### src/rtl/dmem_pkg.sv
// Shared types and constants for the data-memory arbiter.
package dmem_pkg;

    localparam int unsigned DMEM_DEPTH = 2048;
    localparam int unsigned DMEM_AW    = $clog2(DMEM_DEPTH);

    typedef enum logic [1:0] {
        NORMAL,
        FORCED,
        LOCKED
    } state_t;

    typedef enum logic {
        OWN_P,
        OWN_L
    } owner_t;

    // Word aligned and no address bits set above the word index field.
    function automatic logic addr_ok(input logic [31:0] addr, input int unsigned aw);
        return ((addr >> (aw + 2)) == 32'd0) && (addr[1:0] == 2'b00);
    endfunction

endpackage

### src/rtl/dmem_if.sv
// Bus bundle between the MEM stage / loader requesters, the arbiter and the DMem.
interface dmem_if #(
    parameter int unsigned AW = 11
);

    logic          p_req;
    logic          p_we;
    logic [31:0]   p_addr;
    logic [31:0]   p_wdata;
    logic          p_stall;
    logic          p_rvalid;
    logic [31:0]   p_rdata;

    logic          l_req;
    logic          l_we;
    logic [31:0]   l_addr;
    logic [31:0]   l_wdata;
    logic          l_lock;
    logic          l_gnt;
    logic          l_rvalid;
    logic [31:0]   l_rdata;

    logic          m_en;
    logic          m_we;
    logic [AW-1:0] m_addr;
    logic [31:0]   m_wdata;
    logic [31:0]   m_rdata;

    logic          addr_err;

    // Arbiter side.
    modport slave (
        input  p_req, p_we, p_addr, p_wdata,
        output p_stall, p_rvalid, p_rdata,
        input  l_req, l_we, l_addr, l_wdata, l_lock,
        output l_gnt, l_rvalid, l_rdata,
        output m_en, m_we, m_addr, m_wdata,
        input  m_rdata,
        output addr_err
    );

    // Requester / memory side.
    modport master (
        output p_req, p_we, p_addr, p_wdata,
        input  p_stall, p_rvalid, p_rdata,
        output l_req, l_we, l_addr, l_wdata, l_lock,
        input  l_gnt, l_rvalid, l_rdata,
        input  m_en, m_we, m_addr, m_wdata,
        output m_rdata,
        input  addr_err
    );

endinterface

### src/rtl/dmem_addr_check.sv
// Byte address to word index plus range/alignment check.
module dmem_addr_check
    import dmem_pkg::*;
#(
    parameter int unsigned IDX_W = DMEM_AW
) (
    input  logic [31:0]      i_addr,
    output logic [IDX_W-1:0] o_idx,
    output logic             o_in_range
);

    assign o_idx      = i_addr[IDX_W+1:2];
    assign o_in_range = addr_ok(i_addr, IDX_W);

endmodule

### src/rtl/dmem_arbiter.sv
// Single-port DMem arbiter: pipeline priority, bounded loader starvation,
// exclusive loader lock, one-cycle read return steered by an owner tag.
module dmem_arbiter
    import dmem_pkg::*;
#(
    parameter int unsigned DEPTH        = DMEM_DEPTH,
    parameter int unsigned STARVE_LIMIT = 4
) (
    input  logic   clk,
    input  logic   reset,
    dmem_if.slave  bus
);

    localparam int unsigned AW       = $clog2(DEPTH);
    localparam logic [3:0]  LIMIT_M1 = 4'(STARVE_LIMIT - 1);

    state_t        r_state;
    state_t        w_state_nxt;
    logic [3:0]    r_starve_cnt;
    logic [3:0]    w_starve_nxt;

    logic          w_p_ok;
    logic          w_l_ok;
    logic [AW-1:0] w_p_idx;
    logic [AW-1:0] w_l_idx;
    logic          w_p_gnt;
    logic          w_l_gnt;

    logic          r_tag_valid;
    owner_t        r_tag_who;
    logic          r_tag_err;
    logic          w_p_sel;
    logic          w_l_sel;
    logic [31:0]   w_ret;
    logic [31:0]   w_p_rdata;
    logic [31:0]   w_l_rdata;
    logic [31:0]   r_p_rdata;
    logic [31:0]   r_l_rdata;
    logic          r_addr_err;

    dmem_addr_check #(.IDX_W(AW)) u_p_chk (
        .i_addr     (bus.p_addr),
        .o_idx      (w_p_idx),
        .o_in_range (w_p_ok)
    );

    dmem_addr_check #(.IDX_W(AW)) u_l_chk (
        .i_addr     (bus.l_addr),
        .o_idx      (w_l_idx),
        .o_in_range (w_l_ok)
    );

    // State and starvation counter registers.
    always_ff @(posedge clk) begin
        if (reset) begin
            r_state      <= NORMAL;
            r_starve_cnt <= '0;
        end else begin
            r_state      <= w_state_nxt;
            r_starve_cnt <= w_starve_nxt;
        end
    end

    // Grant decision and next state; nothing is granted while in reset.
    always_comb begin
        w_state_nxt  = r_state;
        w_starve_nxt = r_starve_cnt;
        w_p_gnt      = 1'b0;
        w_l_gnt      = 1'b0;
        if (!reset) begin
            unique case (r_state)
                NORMAL: begin
                    if (bus.p_req) begin
                        w_p_gnt = 1'b1;
                        if (bus.l_req) begin
                            // Counter value after this losing cycle reaching LIMIT-1 forces the next slot.
                            w_starve_nxt = r_starve_cnt + 4'd1;
                            if (r_starve_cnt >= LIMIT_M1 - 4'd1 || LIMIT_M1 == 4'd0) begin
                                w_state_nxt = FORCED;
                            end
                        end
                    end else if (bus.l_req) begin
                        w_l_gnt      = 1'b1;
                        w_starve_nxt = '0;
                        if (bus.l_lock) begin
                            w_state_nxt = LOCKED;
                        end
                    end
                end
                FORCED: begin
                    w_l_gnt     = bus.l_req;
                    w_state_nxt = NORMAL;
                    if (bus.l_req) begin
                        w_starve_nxt = '0;
                    end
                end
                LOCKED: begin
                    w_l_gnt = bus.l_req;
                    if (bus.l_req) begin
                        w_starve_nxt = '0;
                    end
                    if (!bus.l_lock) begin
                        w_state_nxt = NORMAL;
                    end
                end
                default: w_state_nxt = NORMAL;
            endcase
        end
    end

    // Memory port driven from the winner; out-of-range accesses never enable it.
    always_comb begin
        bus.m_en    = 1'b0;
        bus.m_we    = 1'b0;
        bus.m_addr  = '0;
        bus.m_wdata = '0;
        if (w_p_gnt) begin
            bus.m_en    = w_p_ok;
            bus.m_we    = bus.p_we && w_p_ok;
            bus.m_addr  = w_p_idx;
            bus.m_wdata = bus.p_wdata;
        end else if (w_l_gnt) begin
            bus.m_en    = w_l_ok;
            bus.m_we    = bus.l_we && w_l_ok;
            bus.m_addr  = w_l_idx;
            bus.m_wdata = bus.l_wdata;
        end
    end

    assign bus.p_stall = bus.p_req && !w_p_gnt && !reset;
    assign bus.l_gnt   = w_l_gnt;

    // Owner tag for the read response due next cycle.
    always_ff @(posedge clk) begin
        if (reset) begin
            r_tag_valid <= 1'b0;
            r_tag_who   <= OWN_P;
            r_tag_err   <= 1'b0;
        end else begin
            r_tag_valid <= (w_p_gnt && !bus.p_we) || (w_l_gnt && !bus.l_we);
            r_tag_who   <= w_p_gnt ? OWN_P : OWN_L;
            r_tag_err   <= w_p_gnt ? !w_p_ok : !w_l_ok;
        end
    end

    // Read return: owner sees memory data (or 0 for a suppressed access), the other port holds.
    always_comb begin
        w_p_sel   = r_tag_valid && (r_tag_who == OWN_P) && !reset;
        w_l_sel   = r_tag_valid && (r_tag_who == OWN_L) && !reset;
        w_ret     = r_tag_err ? '0 : bus.m_rdata;
        w_p_rdata = reset ? '0 : (w_p_sel ? w_ret : r_p_rdata);
        w_l_rdata = reset ? '0 : (w_l_sel ? w_ret : r_l_rdata);
    end

    assign bus.p_rvalid = w_p_sel;
    assign bus.l_rvalid = w_l_sel;
    assign bus.p_rdata  = w_p_rdata;
    assign bus.l_rdata  = w_l_rdata;

    // Hold registers for the last read data presented on each port.
    always_ff @(posedge clk) begin
        if (reset) begin
            r_p_rdata <= '0;
            r_l_rdata <= '0;
        end else begin
            r_p_rdata <= w_p_rdata;
            r_l_rdata <= w_l_rdata;
        end
    end

    // Sticky flag for any suppressed out-of-range access.
    always_ff @(posedge clk) begin
        if (reset) begin
            r_addr_err <= 1'b0;
        end else if ((w_p_gnt && !w_p_ok) || (w_l_gnt && !w_l_ok)) begin
            r_addr_err <= 1'b1;
        end
    end

    assign bus.addr_err = r_addr_err && !reset;

endmodule

### src/flat_wrapper.sv
// flat-port wrapper written by rule: the top's interface ports become plain ports
module dmem_arbiter_flat import dmem_pkg::*;
#(
    parameter int unsigned DEPTH        = DMEM_DEPTH,
    parameter int unsigned STARVE_LIMIT = 4
)
  (clk, reset, bus_p_req, bus_p_we, bus_p_addr, bus_p_wdata, bus_p_stall, bus_p_rvalid, bus_p_rdata, bus_l_req, bus_l_we, bus_l_addr, bus_l_wdata, bus_l_lock, bus_l_gnt, bus_l_rvalid, bus_l_rdata, bus_m_en, bus_m_we, bus_m_addr, bus_m_wdata, bus_m_rdata, bus_addr_err);
  dmem_if #(.AW(11)) bus_i ();
  input  logic clk;
  input  logic reset;
  input wire logic [$bits(bus_i.p_req)-1:0] bus_p_req;
  input wire logic [$bits(bus_i.p_we)-1:0] bus_p_we;
  input wire logic [$bits(bus_i.p_addr)-1:0] bus_p_addr;
  input wire logic [$bits(bus_i.p_wdata)-1:0] bus_p_wdata;
  output wire logic [$bits(bus_i.p_stall)-1:0] bus_p_stall;
  output wire logic [$bits(bus_i.p_rvalid)-1:0] bus_p_rvalid;
  output wire logic [$bits(bus_i.p_rdata)-1:0] bus_p_rdata;
  input wire logic [$bits(bus_i.l_req)-1:0] bus_l_req;
  input wire logic [$bits(bus_i.l_we)-1:0] bus_l_we;
  input wire logic [$bits(bus_i.l_addr)-1:0] bus_l_addr;
  input wire logic [$bits(bus_i.l_wdata)-1:0] bus_l_wdata;
  input wire logic [$bits(bus_i.l_lock)-1:0] bus_l_lock;
  output wire logic [$bits(bus_i.l_gnt)-1:0] bus_l_gnt;
  output wire logic [$bits(bus_i.l_rvalid)-1:0] bus_l_rvalid;
  output wire logic [$bits(bus_i.l_rdata)-1:0] bus_l_rdata;
  output wire logic [$bits(bus_i.m_en)-1:0] bus_m_en;
  output wire logic [$bits(bus_i.m_we)-1:0] bus_m_we;
  output wire logic [$bits(bus_i.m_addr)-1:0] bus_m_addr;
  output wire logic [$bits(bus_i.m_wdata)-1:0] bus_m_wdata;
  input wire logic [$bits(bus_i.m_rdata)-1:0] bus_m_rdata;
  output wire logic [$bits(bus_i.addr_err)-1:0] bus_addr_err;
  assign bus_i.p_req = bus_p_req;
  assign bus_i.p_we = bus_p_we;
  assign bus_i.p_addr = bus_p_addr;
  assign bus_i.p_wdata = bus_p_wdata;
  assign bus_p_stall = bus_i.p_stall;
  assign bus_p_rvalid = bus_i.p_rvalid;
  assign bus_p_rdata = bus_i.p_rdata;
  assign bus_i.l_req = bus_l_req;
  assign bus_i.l_we = bus_l_we;
  assign bus_i.l_addr = bus_l_addr;
  assign bus_i.l_wdata = bus_l_wdata;
  assign bus_i.l_lock = bus_l_lock;
  assign bus_l_gnt = bus_i.l_gnt;
  assign bus_l_rvalid = bus_i.l_rvalid;
  assign bus_l_rdata = bus_i.l_rdata;
  assign bus_m_en = bus_i.m_en;
  assign bus_m_we = bus_i.m_we;
  assign bus_m_addr = bus_i.m_addr;
  assign bus_m_wdata = bus_i.m_wdata;
  assign bus_i.m_rdata = bus_m_rdata;
  assign bus_addr_err = bus_i.addr_err;
  dmem_arbiter #(.DEPTH(DEPTH), .STARVE_LIMIT(STARVE_LIMIT)) u_core (.clk(clk), .reset(reset), .bus(bus_i));
endmodule
### config.mk
export PLATFORM = sky130hd
export DESIGN_NAME = dmem_arbiter_flat
export DESIGN_NICKNAME = d
export VERILOG_FILES = /design/src/rtl/dmem_pkg.sv /design/src/rtl/dmem_if.sv /design/src/rtl/dmem_addr_check.sv /design/src/rtl/dmem_arbiter.sv /design/src/flat_wrapper.sv
export SDC_FILE = /design/constraint.sdc
export NUM_CORES = 1
export LEC_CHECK = 0
export BUFFER_PORTS_ARGS = -buffer_cell sky130_fd_sc_hd__buf_2
export CAP_MARGIN = 20
export CORE_AREA = 2 2 108 110
export DETAILED_ROUTE_END_ITERATION = 6
export DIE_AREA = 0 0 110 112
export PLACE_DENSITY = 0.78
export SKIP_LAST_GASP = 1
export SYNTH_ARGS = -nofsm -noshare
export SYNTH_HDL_FRONTEND = slang
export SYNTH_SLANG_ARGS = --single-unit
### constraint.sdc
create_clock -name clk -period 2.16 [get_ports clk]
set_input_delay 0.108 -clock clk [delete_from_list [all_inputs] [get_ports clk]]
set_output_delay 0.108 -clock clk [all_outputs]
set_load 0.01 [all_outputs]
==> summary by stage <==
Status
The run finished with clean final reports.

Clock network
The clock tree from TritonCTS is built. Clock tree synthesis inserted a total of 9 buffers. The clock insertion delay at the later pin of the skew report is 330 ps. The clock passes through at most 2 buffers. The number of H-tree levels is 3. The buffer cell driving the clock tree root is sky130_fd_sc_hd__clkbuf_16. After clock tree synthesis, the clock-pin slew on the worst setup and hold paths is 60 ps.

The number of buffers inserted by hold repair at cts is 0. The TritonCTS sink count is 74.

Global routing
Entering global routing, the biggest net connects 98 pins. The via count of the first global-routing pass is 4255. Summed over all layers, the global routing overflow is 0. The overall global routing resource usage is 22.1%. The initial antenna violation count is 4. The wire length of the first global-routing pass is 21100 microns.

Drt
Summed over all layers, the routed wires come to between 10000 and 15000 microns. Dividing the detail-routed via count by the number of cells gives around 5.1. The detail route stage leaves a number of antenna-violating nets equal to 0. After detailed routing, the average wire length per cell comes to 14.9 microns. The via count of the routed design is 4840.

The number of DRC violations after detailed-routing iteration 0 is 303. For this run, design rule violations remaining after detail routing come to 0. For this run, the detailed router's first-pass iteration total came to 4.

Yosys
The cell taking the most area after synthesis is sky130_fd_sc_hd__dfxtp_1. The synthesized design contains between 70 and 80 register bits. The synthesized netlist occupies a cell area of 4040 sq um. After synthesis, flip-flops and latches occupy 36.7% of the total area. Synthesis produced 550 cells. Yosys mapped the design onto 33 distinct sky130hd cell types. Counting every net in the synthesized netlist gives between 700 and 800. A synthesized cell averages between 7 and 8 sq um. In this run the biggest area consumer among cell types represents 36.7% of the synthesized area. Ranked by total cell area, the synthesized netlist is headed by sky130_fd_sc_hd__dfxtp_1 (37%), sky130_fd_sc_hd__o21ai_0 (21%), sky130_fd_sc_hd__nand3b_1 (12%). Yosys printed 0 warnings.

STA
The post-route minimum period is 2100 ps. For the final database, setup skew stands at 6.45 ps. The relative slew slack is a little over a third. The final count of hold timing violations came to 0. The transition at the pin with the smallest max-transition slack is 962 ps. The share of the cycle needed by the critical path after routing is 97.0%. The max-slew violation count is 0. Setup violations remaining at the end of the flow were counted as 0. The upper clock frequency limit is 477 MHz. The aggregate negative setup slack is 0 ps.

Hold path
The path class of the tightest hold or removal check is in2reg. The startpoint identified for the worst hold timing path is bus_p_we.

Die
The horizontal die dimension is approximately 110 microns. In this run the standard cell core region covers 11200 sq um. The initial utilization of the core area, before any placement, comes to 36.2%. The placement row count is 39. The area of the die is 12300 sq um. 281 I/O pins were placed. The vertical die dimension is 112 microns.

Power
The maximum resistive drop on vdd is 0.374 mV. Summed over all cells, the static leakage comes to 2.91 nW. The power per standard cell area is around 600 nW/um^2.

Setup path
The type of the worst setup path is reg2out. The sort of element at the start of the critical path is a flop. The required time of the critical path is a little over 2000 ps. In this run the worst path has a maximum fanout of 4. The critical path starts at u_core.r_state[0]. The signal arrival time at the worst endpoint is 1990 ps. STA classifies the critical path endpoint as a primary output. The start of the worst register-to-register path is u_core.r_starve_cnt[0].

Cells and area
The layout-stage area growth over the synthesis result is 45.4%. The area of combinational cells with multiple inputs is 2330 sq um. The area of all sequential standard cells is between 1000 and 1500 sq um. At the end of the flow the core is filled with cells to approximately 53%. Of the cells placed in the final design, the portion with a size suffix greater than 1 is 39.4%.

In the final design database the tool counted 979 nets. The filler cells instantiated in the layout total approximately 1.1k.

Placement
The wire-length estimate of the detail-placed layout is approximately 11000 microns. The congestion estimate from routability-driven global placement came to 0.911. The number of buffers added on ports is 280.

Flow run
The max-cap violation count is 0.
## routing by layer
layer	GRT usage [%]	vias to the layer above	wire, microns	part of all wire (%)
met4	8.52	0	370	2.6
met1	27.1	2199	5920	41
met2	36.6	182	6970	49
met3	5.74	23	1020	7.1
met5	0	-	0	0
li1	-	2436	-	-
## power by group
group,leakage [nW],internal (mW),switching (mW),total [mW]
clock network,0.132,0.818,0.595,1.41
registers,0.600,1.40,0.0270,1.43
logic,2.18,0.305,0.346,0.651
total,2.91,2.52,0.968,3.49
## cells by family after synthesis
family	count (synthesis)	synth area share, %
flip-flops	74	36.7
AND/OR/NAND/NOR	226	31.2
buffers and inverters	55	6.19
adder cells (fa/ha/maj)	5	1.55
multiplexers	1	0.248
AO/OA/AOI/OAI	189	24.1
## worst max-delay path, stage by stage (launching register included)
cell                       delay, ps
sky130_fd_sc_hd__dfxtp_2         330
sky130_fd_sc_hd__inv_1            70
sky130_fd_sc_hd__ha_2            210
sky130_fd_sc_hd__nor2b_2         160
sky130_fd_sc_hd__o211ai_1        240
sky130_fd_sc_hd__buf_4           180
sky130_fd_sc_hd__nor2_1           50
sky130_fd_sc_hd__a32o_1          260
sky130_fd_sc_hd__buf_2           160
## synthesized netlist by cell type, drive strengths merged
master,instances
o211ai,2
o22a,1
nand2,90
or2,1
nand3b,65
a32o,1
nand4,2
dfxtp,74
nor2b,2
mux2i,1
nand3,1
o21a,1
o21ai,177
nand2b,34
nor3,6
nor2,11
o221ai,1
or3b,1
clkbuf,31
a21o,1
and2,1
or4b,1
buf,15
inv,9
nor4,8
ha,5
or4,3
a21oi,5
## placed cells by master (no fill, tap or decap), drive strengths merged, types with 2 or more instances in the layout
master    netlist  final
nor4            8      8
nor3            6      6
inv             9     11
buf            15    290
clkbuf         31     11
ha              5      5
or4             3      3
nor2           11     11
dfxtp          74     74
nor2b           2      2
nand2          90     90
nand4           2      2
nand3b         65     65
clkinvlp        0      3
o21ai         177    177
o211ai          2      2
a21oi           5      5
nand2b         34     34
diode           0      3
## stage by stage
step | power, mW | instances | worst slack (ps) | instance area, sq um | hold WS (ps)
2_1_floorplan | 1.77 | 550 | 473 | 4040 | 280
3_3_place_gp | 2.07 | 936 | 324 | 5500 | 405
3_5_place_dp | 2.08 | 936 | 270 | 5500 | 407
4_1_cts | 3.52 | 953 | 36.7 | 5830 | 52.6
5_1_grt | 3.68 | 958 | -30.8 | 5870 | 74.2
6_report | 3.49 | 958 | 64.0 | 5870 | 68.8
## repair_timing
item,in CTS,in global routing
cloned,1,1
endpoints found under the setup margin,12,45
gates resized for setup,3,13
pin swaps,0,1
buffers inserted,0,1
## sequential cells by signal (all words and copies together) (netlist names)
signal,count
u_core.r_state,2
u_core.r_tag_who,1
u_core.r_starve_cnt,4
u_core.r_tag_valid,1
u_core.r_p_rdata,32
u_core.r_tag_err,1
u_core.r_l_rdata,32
u_core.r_addr_err,1
## layout make-up
class	instances	share of cell area [%]
well taps	143	3.05
multi-input cells	421	39.7
inverters	9	0.575
clock inverters	6	0.831
repair buffers	292	26.4
clock buffers	10	4.07
flip-flops and latches	74	25.3
diodes	3	0.128
## worst paths after layout
kind | to | depth (start not counted) | slack [ps]
worst min register to register | u_core.r_p_rdata[0] | 2 | 480
worst min-delay path | u_core.r_tag_valid | 3 | 70
worst max register to register | u_core.r_state[1] | 6 | 440
worst max-delay path | bus_m_we | 8 | 60
Note: power is estimated with default switching activity, not from simulation.
